$ cat src/rtl/bcd_pkg.sv
// Shared BCD definitions for the binary<->BCD converter pair.
// Holds the FSM state type, the digit width and a digit validity helper.
package bcd_pkg;

  typedef enum logic [1:0] {IDLE, SHIFT, DONE} b2b_state_t;

  localparam int BCD_DIGIT_W = 4;

  function automatic logic bcd_digit_valid(input logic [3:0] d);
    return (d <= 4'd9);
  endfunction

endpackage

$ cat src/rtl/bcd_to_binary_seq_if.sv
// Start/done handshake bundle for the BCD-to-binary converter.
// The master issues start and bcd_in, and the slave returns the result and status.
interface bcd_to_binary_seq_if #(
  parameter int DIGITS = 3,
  parameter int BIN_W  = 10
);
  // start is taken only on an edge where ready=1. done pulses for one cycle,
  // and binary_out/err are valid from that pulse until the next accepted start.
  logic                  start;
  logic [4*DIGITS-1:0]   bcd_in;
  logic                  ready;
  logic                  done;
  logic                  err;
  logic [BIN_W-1:0]      binary_out;
  bcd_pkg::b2b_state_t   state;

  modport master (
    output start, bcd_in,
    input  ready, done, err, binary_out, state
  );

  modport slave (
    input  start, bcd_in,
    output ready, done, err, binary_out, state
  );
endinterface

$ cat src/rtl/bcd_digit_sub3.sv
// Reverse double-dabble digit correction: subtract 3 from a digit that is 8 or more.
module bcd_digit_sub3 (
  input  logic [3:0] digit,
  output logic [3:0] corrected
);
  assign corrected = (digit >= 4'd8) ? (digit - 4'd3) : digit;
endmodule

$ cat src/rtl/bcd_to_binary_seq.sv
// Sequential BCD-to-binary converter that uses reverse double dabble.
// Each cycle it shifts right by one bit and corrects every BCD digit that is 8 or more.
module bcd_to_binary_seq
  import bcd_pkg::*;
#(
  parameter int DIGITS = 3,
  parameter int BIN_W  = 10
) (
  input  logic                clk,
  input  logic                reset,
  bcd_to_binary_seq_if.slave  bus
);

  localparam int BCD_W = BCD_DIGIT_W * DIGITS;
  localparam int W_W   = BCD_W + BIN_W;
  localparam int CNT_W = $clog2(BIN_W + 1);

  localparam longint MAX_DEC   = (64'd10 ** DIGITS) - 64'd1;
  localparam longint BIN_RANGE = 64'd1 << BIN_W;

  if (BIN_RANGE <= MAX_DEC) begin : g_bin_w_check
    $error("bcd_to_binary_seq: BIN_W too narrow for DIGITS");
  end

  b2b_state_t         state;
  logic [BCD_W-1:0]   bcd_q;
  logic [BIN_W-1:0]   bin_q;
  logic [CNT_W-1:0]   count;
  logic               ready_q;
  logic               done_q;
  logic               err_q;
  logic [BIN_W-1:0]   result_q;

  logic [W_W-1:0]     w_sh;
  logic [BCD_W-1:0]   bcd_sh;
  logic [BIN_W-1:0]   bin_sh;
  logic [BCD_W-1:0]   bcd_corr;
  logic               all_valid;

  assign w_sh   = {bcd_q, bin_q} >> 1;
  assign bcd_sh = w_sh[W_W-1:BIN_W];
  assign bin_sh = w_sh[BIN_W-1:0];

  // Correction looks only at the post-shift digits and never carries between digits.
  for (genvar g = 0; g < DIGITS; g++) begin : g_digit
    bcd_digit_sub3 u_sub3 (
      .digit     (bcd_sh[BCD_DIGIT_W*g +: BCD_DIGIT_W]),
      .corrected (bcd_corr[BCD_DIGIT_W*g +: BCD_DIGIT_W])
    );
  end

  always_comb begin
    all_valid = 1'b1;
    for (int i = 0; i < DIGITS; i++) begin
      if (!bcd_digit_valid(bus.bcd_in[BCD_DIGIT_W*i +: BCD_DIGIT_W])) all_valid = 1'b0;
    end
  end

  always_ff @(posedge clk) begin
    if (reset) begin
      state    <= IDLE;
      bcd_q    <= '0;
      bin_q    <= '0;
      count    <= '0;
      ready_q  <= 1'b1;
      done_q   <= 1'b0;
      err_q    <= 1'b0;
      result_q <= '0;
    end else begin
      case (state)
        IDLE, DONE: begin
          done_q <= 1'b0;
          state  <= IDLE;
          if (bus.start) begin
            if (!all_valid) begin
              // An invalid operand skips the shift phase and reports at once.
              state    <= DONE;
              done_q   <= 1'b1;
              err_q    <= 1'b1;
              result_q <= '0;
            end else begin
              bcd_q   <= bus.bcd_in;
              bin_q   <= '0;
              count   <= '0;
              err_q   <= 1'b0;
              ready_q <= 1'b0;
              state   <= SHIFT;
            end
          end
        end
        SHIFT: begin
          bcd_q <= bcd_corr;
          bin_q <= bin_sh;
          count <= count + 1'b1;
          if (count == CNT_W'(BIN_W - 1)) begin
            state    <= DONE;
            done_q   <= 1'b1;
            ready_q  <= 1'b1;
            result_q <= bin_sh;
          end
        end
        default: begin
          state   <= IDLE;
          ready_q <= 1'b1;
          done_q  <= 1'b0;
        end
      endcase
    end
  end

  assign bus.state      = state;
  assign bus.ready      = ready_q;
  assign bus.done       = done_q;
  assign bus.err        = err_q;
  assign bus.binary_out = result_q;

endmodule
$ cat src/flat_wrapper.sv
// flat-port wrapper written by rule: the top's interface ports become plain ports
module bcd_to_binary_seq_flat import bcd_pkg::*;
#(
  parameter int DIGITS = 3,
  parameter int BIN_W  = 10
)
  (clk, reset, bus_start, bus_bcd_in, bus_ready, bus_done, bus_err, bus_binary_out, bus_state);
  bcd_to_binary_seq_if #(.DIGITS(DIGITS), .BIN_W(BIN_W)) bus_i ();
  input  logic clk;
  input  logic reset;
  input wire logic [$bits(bus_i.start)-1:0] bus_start;
  input wire logic [$bits(bus_i.bcd_in)-1:0] bus_bcd_in;
  output wire logic [$bits(bus_i.ready)-1:0] bus_ready;
  output wire logic [$bits(bus_i.done)-1:0] bus_done;
  output wire logic [$bits(bus_i.err)-1:0] bus_err;
  output wire logic [$bits(bus_i.binary_out)-1:0] bus_binary_out;
  output wire logic [$bits(bus_i.state)-1:0] bus_state;
  assign bus_i.start = bus_start;
  assign bus_i.bcd_in = bus_bcd_in;
  assign bus_ready = bus_i.ready;
  assign bus_done = bus_i.done;
  assign bus_err = bus_i.err;
  assign bus_binary_out = bus_i.binary_out;
  assign bus_state = bus_i.state;
  bcd_to_binary_seq #(.DIGITS(DIGITS), .BIN_W(BIN_W)) u_core (.clk(clk), .reset(reset), .bus(bus_i));
endmodule
$ cat config.mk
export PLATFORM = sky130hd
export DESIGN_NAME = bcd_to_binary_seq_flat
export DESIGN_NICKNAME = d
export VERILOG_FILES = /design/src/rtl/bcd_pkg.sv /design/src/rtl/bcd_to_binary_seq_if.sv /design/src/rtl/bcd_digit_sub3.sv /design/src/rtl/bcd_to_binary_seq.sv /design/src/flat_wrapper.sv
export SDC_FILE = /design/constraint.sdc
export NUM_CORES = 1
export LEC_CHECK = 0
export ABC_AREA = 1
export BUFFER_PORTS_ARGS = -buffer_cell sky130_fd_sc_hd__buf_2
export CAP_MARGIN = 20
export CORE_MARGIN = 2
export CORE_UTILIZATION = 50
export DETAILED_ROUTE_END_ITERATION = 10
export PLACE_DENSITY = 0.81
export SETUP_SLACK_MARGIN = 0.2
export SYNTH_ARGS = -nofsm -noshare
export SYNTH_HDL_FRONTEND = slang
export SYNTH_SLANG_ARGS = --single-unit
$ cat constraint.sdc
create_clock -name clk -period 1.2 [get_ports clk]
set_input_delay 0 -clock clk [delete_from_list [all_inputs] [get_ports clk]]
set_output_delay 0 -clock clk [all_outputs]
set_load 0.005 [all_outputs]
* After elaboration in Yosys (flattened, before gate mapping)
Index checks and enable logic that the tools add are counted.
** Storage, ports and cells
- Register bits after elaboration :: 41
- Bits in latches :: 0
- Memory bits (writable) :: 0
- Memory bits (read-only) :: 0
- Input bits :: 15
- Output and inout bits :: 15
- Word-level logic and storage cells :: 62
- Memories kept :: 0
** Operators by class
- Add/subtract/negate cells :: 4
- $mul :: 0
- Div/mod/pow operators :: 0
- Order comparisons :: 6
- Equal/unequal tests :: 7
- Shifts and indexed selects :: 0
- Muxes and demuxes :: 30
- Bitwise gates (word level) :: 0
- Reductions and logical operators :: 7
** Operators by type and width (count)
- $mux W10 :: 5
- $pmux W10 S2 :: 2
- $mux W12 :: 2
- $pmux W12 S2 :: 1
- $mux W4 :: 5
- $le A4 B4 Y1 const B :: 3
- $ge A4 B4 Y1 const B :: 2
- $mux W1 :: 8
- $pmux W4 S2 :: 1
- $sub A4 B2 Y4 const B :: 2
- $mux W2 :: 3
- $reduce_and A3 Y1 :: 2
- $add A4 B1 Y4 const B :: 1
- $eq A4 B4 Y1 const B :: 1
- $ge A3 B4 Y1 const B :: 1
- $ne A2 B1 Y1 const B :: 2
- $ne A2 B2 Y1 const B :: 2
- $pmux W1 S2 :: 2
- $pmux W2 S2 :: 1
- $reduce_and A4 Y1 :: 1
- $sub A3 B2 Y4 const B :: 1
- $eq A2 B1 Y1 const B :: 1
- $eq A2 B2 Y1 const B :: 1
- $logic_not A2 Y1 :: 1
- 3 further kinds :: 3

* Logic depth before layout (Yosys ltp)
- Depth after elaboration :: 7
- Mapped depth :: 10
- Gate-level depth less buffers :: 10

* Hierarchy
From an unflattened synthesis, not the netlist that was laid out.
** Second synthesis, totals
- Cells, all modules :: 282
- Area total of the unflattened synthesis :: 2019.4 sq um
** Modules (own cells, without submodules)
- bcd_to_binary_seq :: instances 1, cells each 234, area each 1752.9 sq um, seq. area each 780.7 sq um
- bcd_digit_sub3 :: instances 3, cells each 16, area each 88.8 sq um, seq. area each 0.0 sq um

* Worst setup path before layout
OpenSTA, ideal clock, no wires.
- Kind :: flip-flop to flip-flop
- Start point :: register u_core.state[0], in the netlist u_core.bus.state[0]
- End point :: register u_core.result_q[0], in the netlist u_core.bus.binary_out[0]
- Library setup time :: 0.111 ns
- Arrival :: 1.159 ns
- Data required time :: 1.089 ns
- Slack :: -0.070 ns
- Stages on the path, launching flop included :: 10
- Buffers on the path :: 0
- Period minus slack after synthesis :: 1.270 ns
- Cell sequence :: dfxtp_1 inv_2 nor2_8 nand2_2 inv_2 nor2_8 nand2_4 inv_4 nor2_1 nor2_1
** On the way
- Word-level cells in the longest chain between the ends :: 4
- Elaborated cells on any way between the ends :: 10
- Those cells by class :: eq/ne: 5; mux: 1; reduce/logical: 4
** Ends and longest elaborated chain
- start, declared :: RTL line bcd_to_binary_seq.sv:25 : b2b_state_t state;
- start signal, assigned :: RTL line bcd_to_binary_seq.sv:61 : state <= IDLE;
- start signal, assigned :: RTL line bcd_to_binary_seq.sv:73 : state <= IDLE;
- start signal, assigned :: RTL line bcd_to_binary_seq.sv:77 : state <= DONE;
- $eq A2 B2 Y1 or $logic_not A2 Y1 (tied branches) :: RTL line bcd_to_binary_seq.sv:70 : case (state)
- $reduce_or A2 Y1 :: RTL line bcd_to_binary_seq.sv:70
- $ne A2 B2 Y1 (no line) or $reduce_bool A2 Y1 (tied branches)
- $reduce_and A4 Y1 (no line)
- end signal, assigned :: RTL line bcd_to_binary_seq.sv:99 : result_q <= bin_sh;
- end, declared :: RTL line bcd_to_binary_seq.sv:32 : logic [BIN_W-1:0] result_q;
Parallel ways exist; a longest one is shown, timed or not.
A chain may end at the register's enable or synchronous reset.

==> summary.md <==
| Metric | Value |
|---|---|
| Status | `finished with violations` |
| Failing checks | `negative setup slack` |
| Die Y | `66.66 um` |
| Asr flop ratio synth | `0` |
| TritonCTS clock tree | `built` |
| Post-layout minimum cycle time | `1421 ps` |
| Post-layout nets | `365` |
| Syn Nets | `297` |
| Setup ws final | `-221.3 ps` |
| Clk root buf | `clkbuf_8` |
| Die Wd | `66.66 um` |
| Largest net degree at the start of global routing | `24` |
| DRC viols | `0` |
| Hold_sp | `bus_start` |
| Max Root-Sink Buffers | `2` |
| Delay of the slowest cell on the worst path | `410 ps` |
| RSZ-0062 raised after global routing | `true` |
| FF-to-FF End | `u_core.bcd_q[0]` |
| Design Power | `3.230 mW` |
| Clock Latency Late Sink | `300 ps` |
| Cells after DPL | `365` |
| Initial antenna violation count | `0` |
| Worst vdd ir | `1.160 mV` |
| TritonCTS buffer count | `5` |
| Worst Hold Path Cells | `4` |
| Data arrival, critical path | `1620 ps` |
| Reg2reg path depth | `7` |
| Clk sinks | `39` |
| Required time worst endpoint | `1400 ps` |
| Core region area | `0.003716 mm2` |
| Die ar. | `0.004444 mm2` |
| R2R setup slack | `-220 ps` |
| Max-slew violation count | `0` |
| Ys Warns | `0` |
| # IOs | `30` |
| Initial core utilization | `0.5283` |
| Post-synthesis sequential area ratio | `0.3977` |
| Clock transition at the registers of the reported paths | `80 ps` |
| Routability Congestion | `0.8149` |
| Non-Filler Instances | `393` |
| Power Density | `1127 mW/mm2` |
| Crit-path cells | `nor2_8 -> buf_4 -> clkbuf_16 -> a21boi_1 -> nand3_1 -> nand2_1 -> nor2_1` |
| Relative slew margins | `0.6653` |
| Max H-tree Level | `2` |
| Critical path class | `register to register` |
| P_leak | `1.284 nW` |
| Total number of vias | `2179` |
| # diodes | `0` |
| Mean post-synth cell area | `7.113 um2` |
| Post-DRT Antenna Nets | `0` |
| #FFs+latches synth | `39` |
| Drt first pass iters | `6` |
| Tcrit/Tclk final | `1.184` |
| Crit end category | `register` |
| CP Launch Type | `register` |
| Post-DP HPWL | `2973 um` |
| Number of synthesized flops with an enable pin | `0` |
| Worst path slowest cell | `dfxtp_2` |
| Ys flop type | `dfxtp_1` |
| Clk_skew | `7.875 ps` |
| Mapped Cells | `276` |
| Vias in the first global route | `1961` |
| First-pass GRT wire length | `8611 um` |
| Most common cell after layout, fill and taps aside | `nand2_1` |
| Worst Hold Class | `primary input to register` |
| Final Setup Violations | `38` |
| Post-Synthesis Cell Area | `0.001963 mm2` |
| Maxcap violations | `0` |
| Slew @ Worst Pin | `501.5 ps` |
| Port Buffer Count | `29` |
| Num rows | `22` |
| Drt wl/cell | `16.39 um` |
| GRT overflow | `0` |
| Drt total wl | `6443 um` |
| Critical-path maximum fanout | `6` |
| Netlist cell types | `27` |
| Reg2reg start | `u_core.bus.done` |
| Area grow syn2layout | `46.02%` |
| Commonest non-fill, non-tap cells in the layout | `nand2_1, nor2_1, dfxtp_1, buf_2, buf_4` |
| Max Fclk | `703.6 MHz` |
| Worst Hold Endpoint | `u_core.bus.ready` |
| Layout cells sized above 1 | `0.4377` |
| Via density | `5.545` |
| Final hold violation count | `0` |
| DRT iter0 DRCs | `276` |
| GR Util All Layers | `0.2567` |
## registers in the layout, summed over array words and instances (netlist names)
register and flops:
u_core.bus.done 1, u_core.bus.binary_out 10, u_core.bin_q 9, u_core.bus.ready 1, u_core.count 4, u_core.bus.err 1
u_core.bcd_q 12, u_core.bus.state 1
## final cells by class
cell class,count,area (um2)
clock buffers,6,72.57
clock inverters,2,12.51
fillers,238,849.6
inverters,25,121.4
multi-input cells,203,1269
flip-flops and latches,39,793.3
well taps,48,60.06
repair buffers,68,523.0
repair inverters,2,15.01
## repair_timing
action | CTS | global route
pin swaps | 18 | 10
hold buffers | 1 | 0
hold endpoints to repair | 1 | 0
cloned | 5 | 1
endpoints found under the setup margin | 38 | 39
setup buffers | 5 | 8
gates resized for setup | 36 | 25
## where the power goes
group	switching, mW	internal [mW]	total [mW]	leakage (nW)
combinational	0.510	0.385	0.895	0.921
sequential	0.0651	1.37	1.44	0.322
clock	0.489	0.407	0.896	0.0412
## critical path: cells and delay by family, from the launching register on
family	cells	cell delay, ps
and+or+nand+nor	4	380
DFF	1	410
buffers and inverters	2	300
AOI/OAI and AO/OA	1	230
## Yosys cell counts (2+ instances only)
cell	number	area share
o21ai_1	5	0.013
ha_1	6	0.038
or2_2	3	0.0096
nand3_1	25	0.064
dfxtp_1	39	0.40
nand2_4	2	0.011
nand2_2	2	0.0064
inv_2	3	0.0057
a21boi_0	3	0.011
nand2_1	74	0.14
clkbuf_1	4	0.0076
buf_2	2	0.0051
buf_4	5	0.019
nor2_8	3	0.031
xor2_1	2	0.0089
a21oi_1	30	0.076
inv_1	20	0.038
nor2_1	37	0.071
o21ai_0	3	0.0076
## stage by stage
stage	util	setup WS (ps)	area [um2]	setup TNS, ps	hold slack, ps
6_report	0.7714	-221.3	2867	-5679	17.96
5_1_grt	0.7714	-255.9	2867	-7461	54.50
4_1_cts	0.7195	-69.41	2674	-954.0	27.90
3_5_place_dp	0.6327	-69.80	2351	-1053	274.8
3_3_place_gp	0.6327	-54.86	2351	-366.2	277.5
2_1_floorplan	-	-9.668	2009	-74.50	79.31
## cell families (layout without fill, tap and decap cells)
| family | Yosys count | count (layout) | synth area share |
|---|---|---|---|
| DFF | 39 | 39 | 0.3977 |
| adders and majority gates | 6 | 6 | 0.03824 |
| buffers and inverters | 37 | 103 | 0.08923 |
| AOI/OAI and AO/OA | 42 | 42 | 0.1122 |
| and+or+nand+nor | 150 | 153 | 0.3537 |
| xor gates and xnor gates | 2 | 2 | 0.008925 |
## layer usage
layer,vias to the layer above,track usage,wire length (um)
met5,-,0,0
met4,0,0.1276,208
met3,24,0.04392,378
met2,115,0.4525,3340
met1,1028,0.2968,2516
li1,1012,-,-
## worst max path at each step
stage	from	endpoint	slack, ps	depth (start not counted)
finish	u_core.bus.done	u_core.bcd_q[0]	-220	7
global placement	u_core.bus.state[0]	u_core.bcd_q[7]	-50	7
floorplan	u_core.bus.state[0]	u_core.bus.binary_out[0]	-10	9
detailed placement	u_core.bus.state[0]	u_core.bcd_q[7]	-70	7
CTS	u_core.count[1]	u_core.bus.binary_out[2]	-70	10
global route	u_core.count[1]	u_core.bus.binary_out[6]	-260	10
No activity file was read; power rests on OpenSTA's default activity.
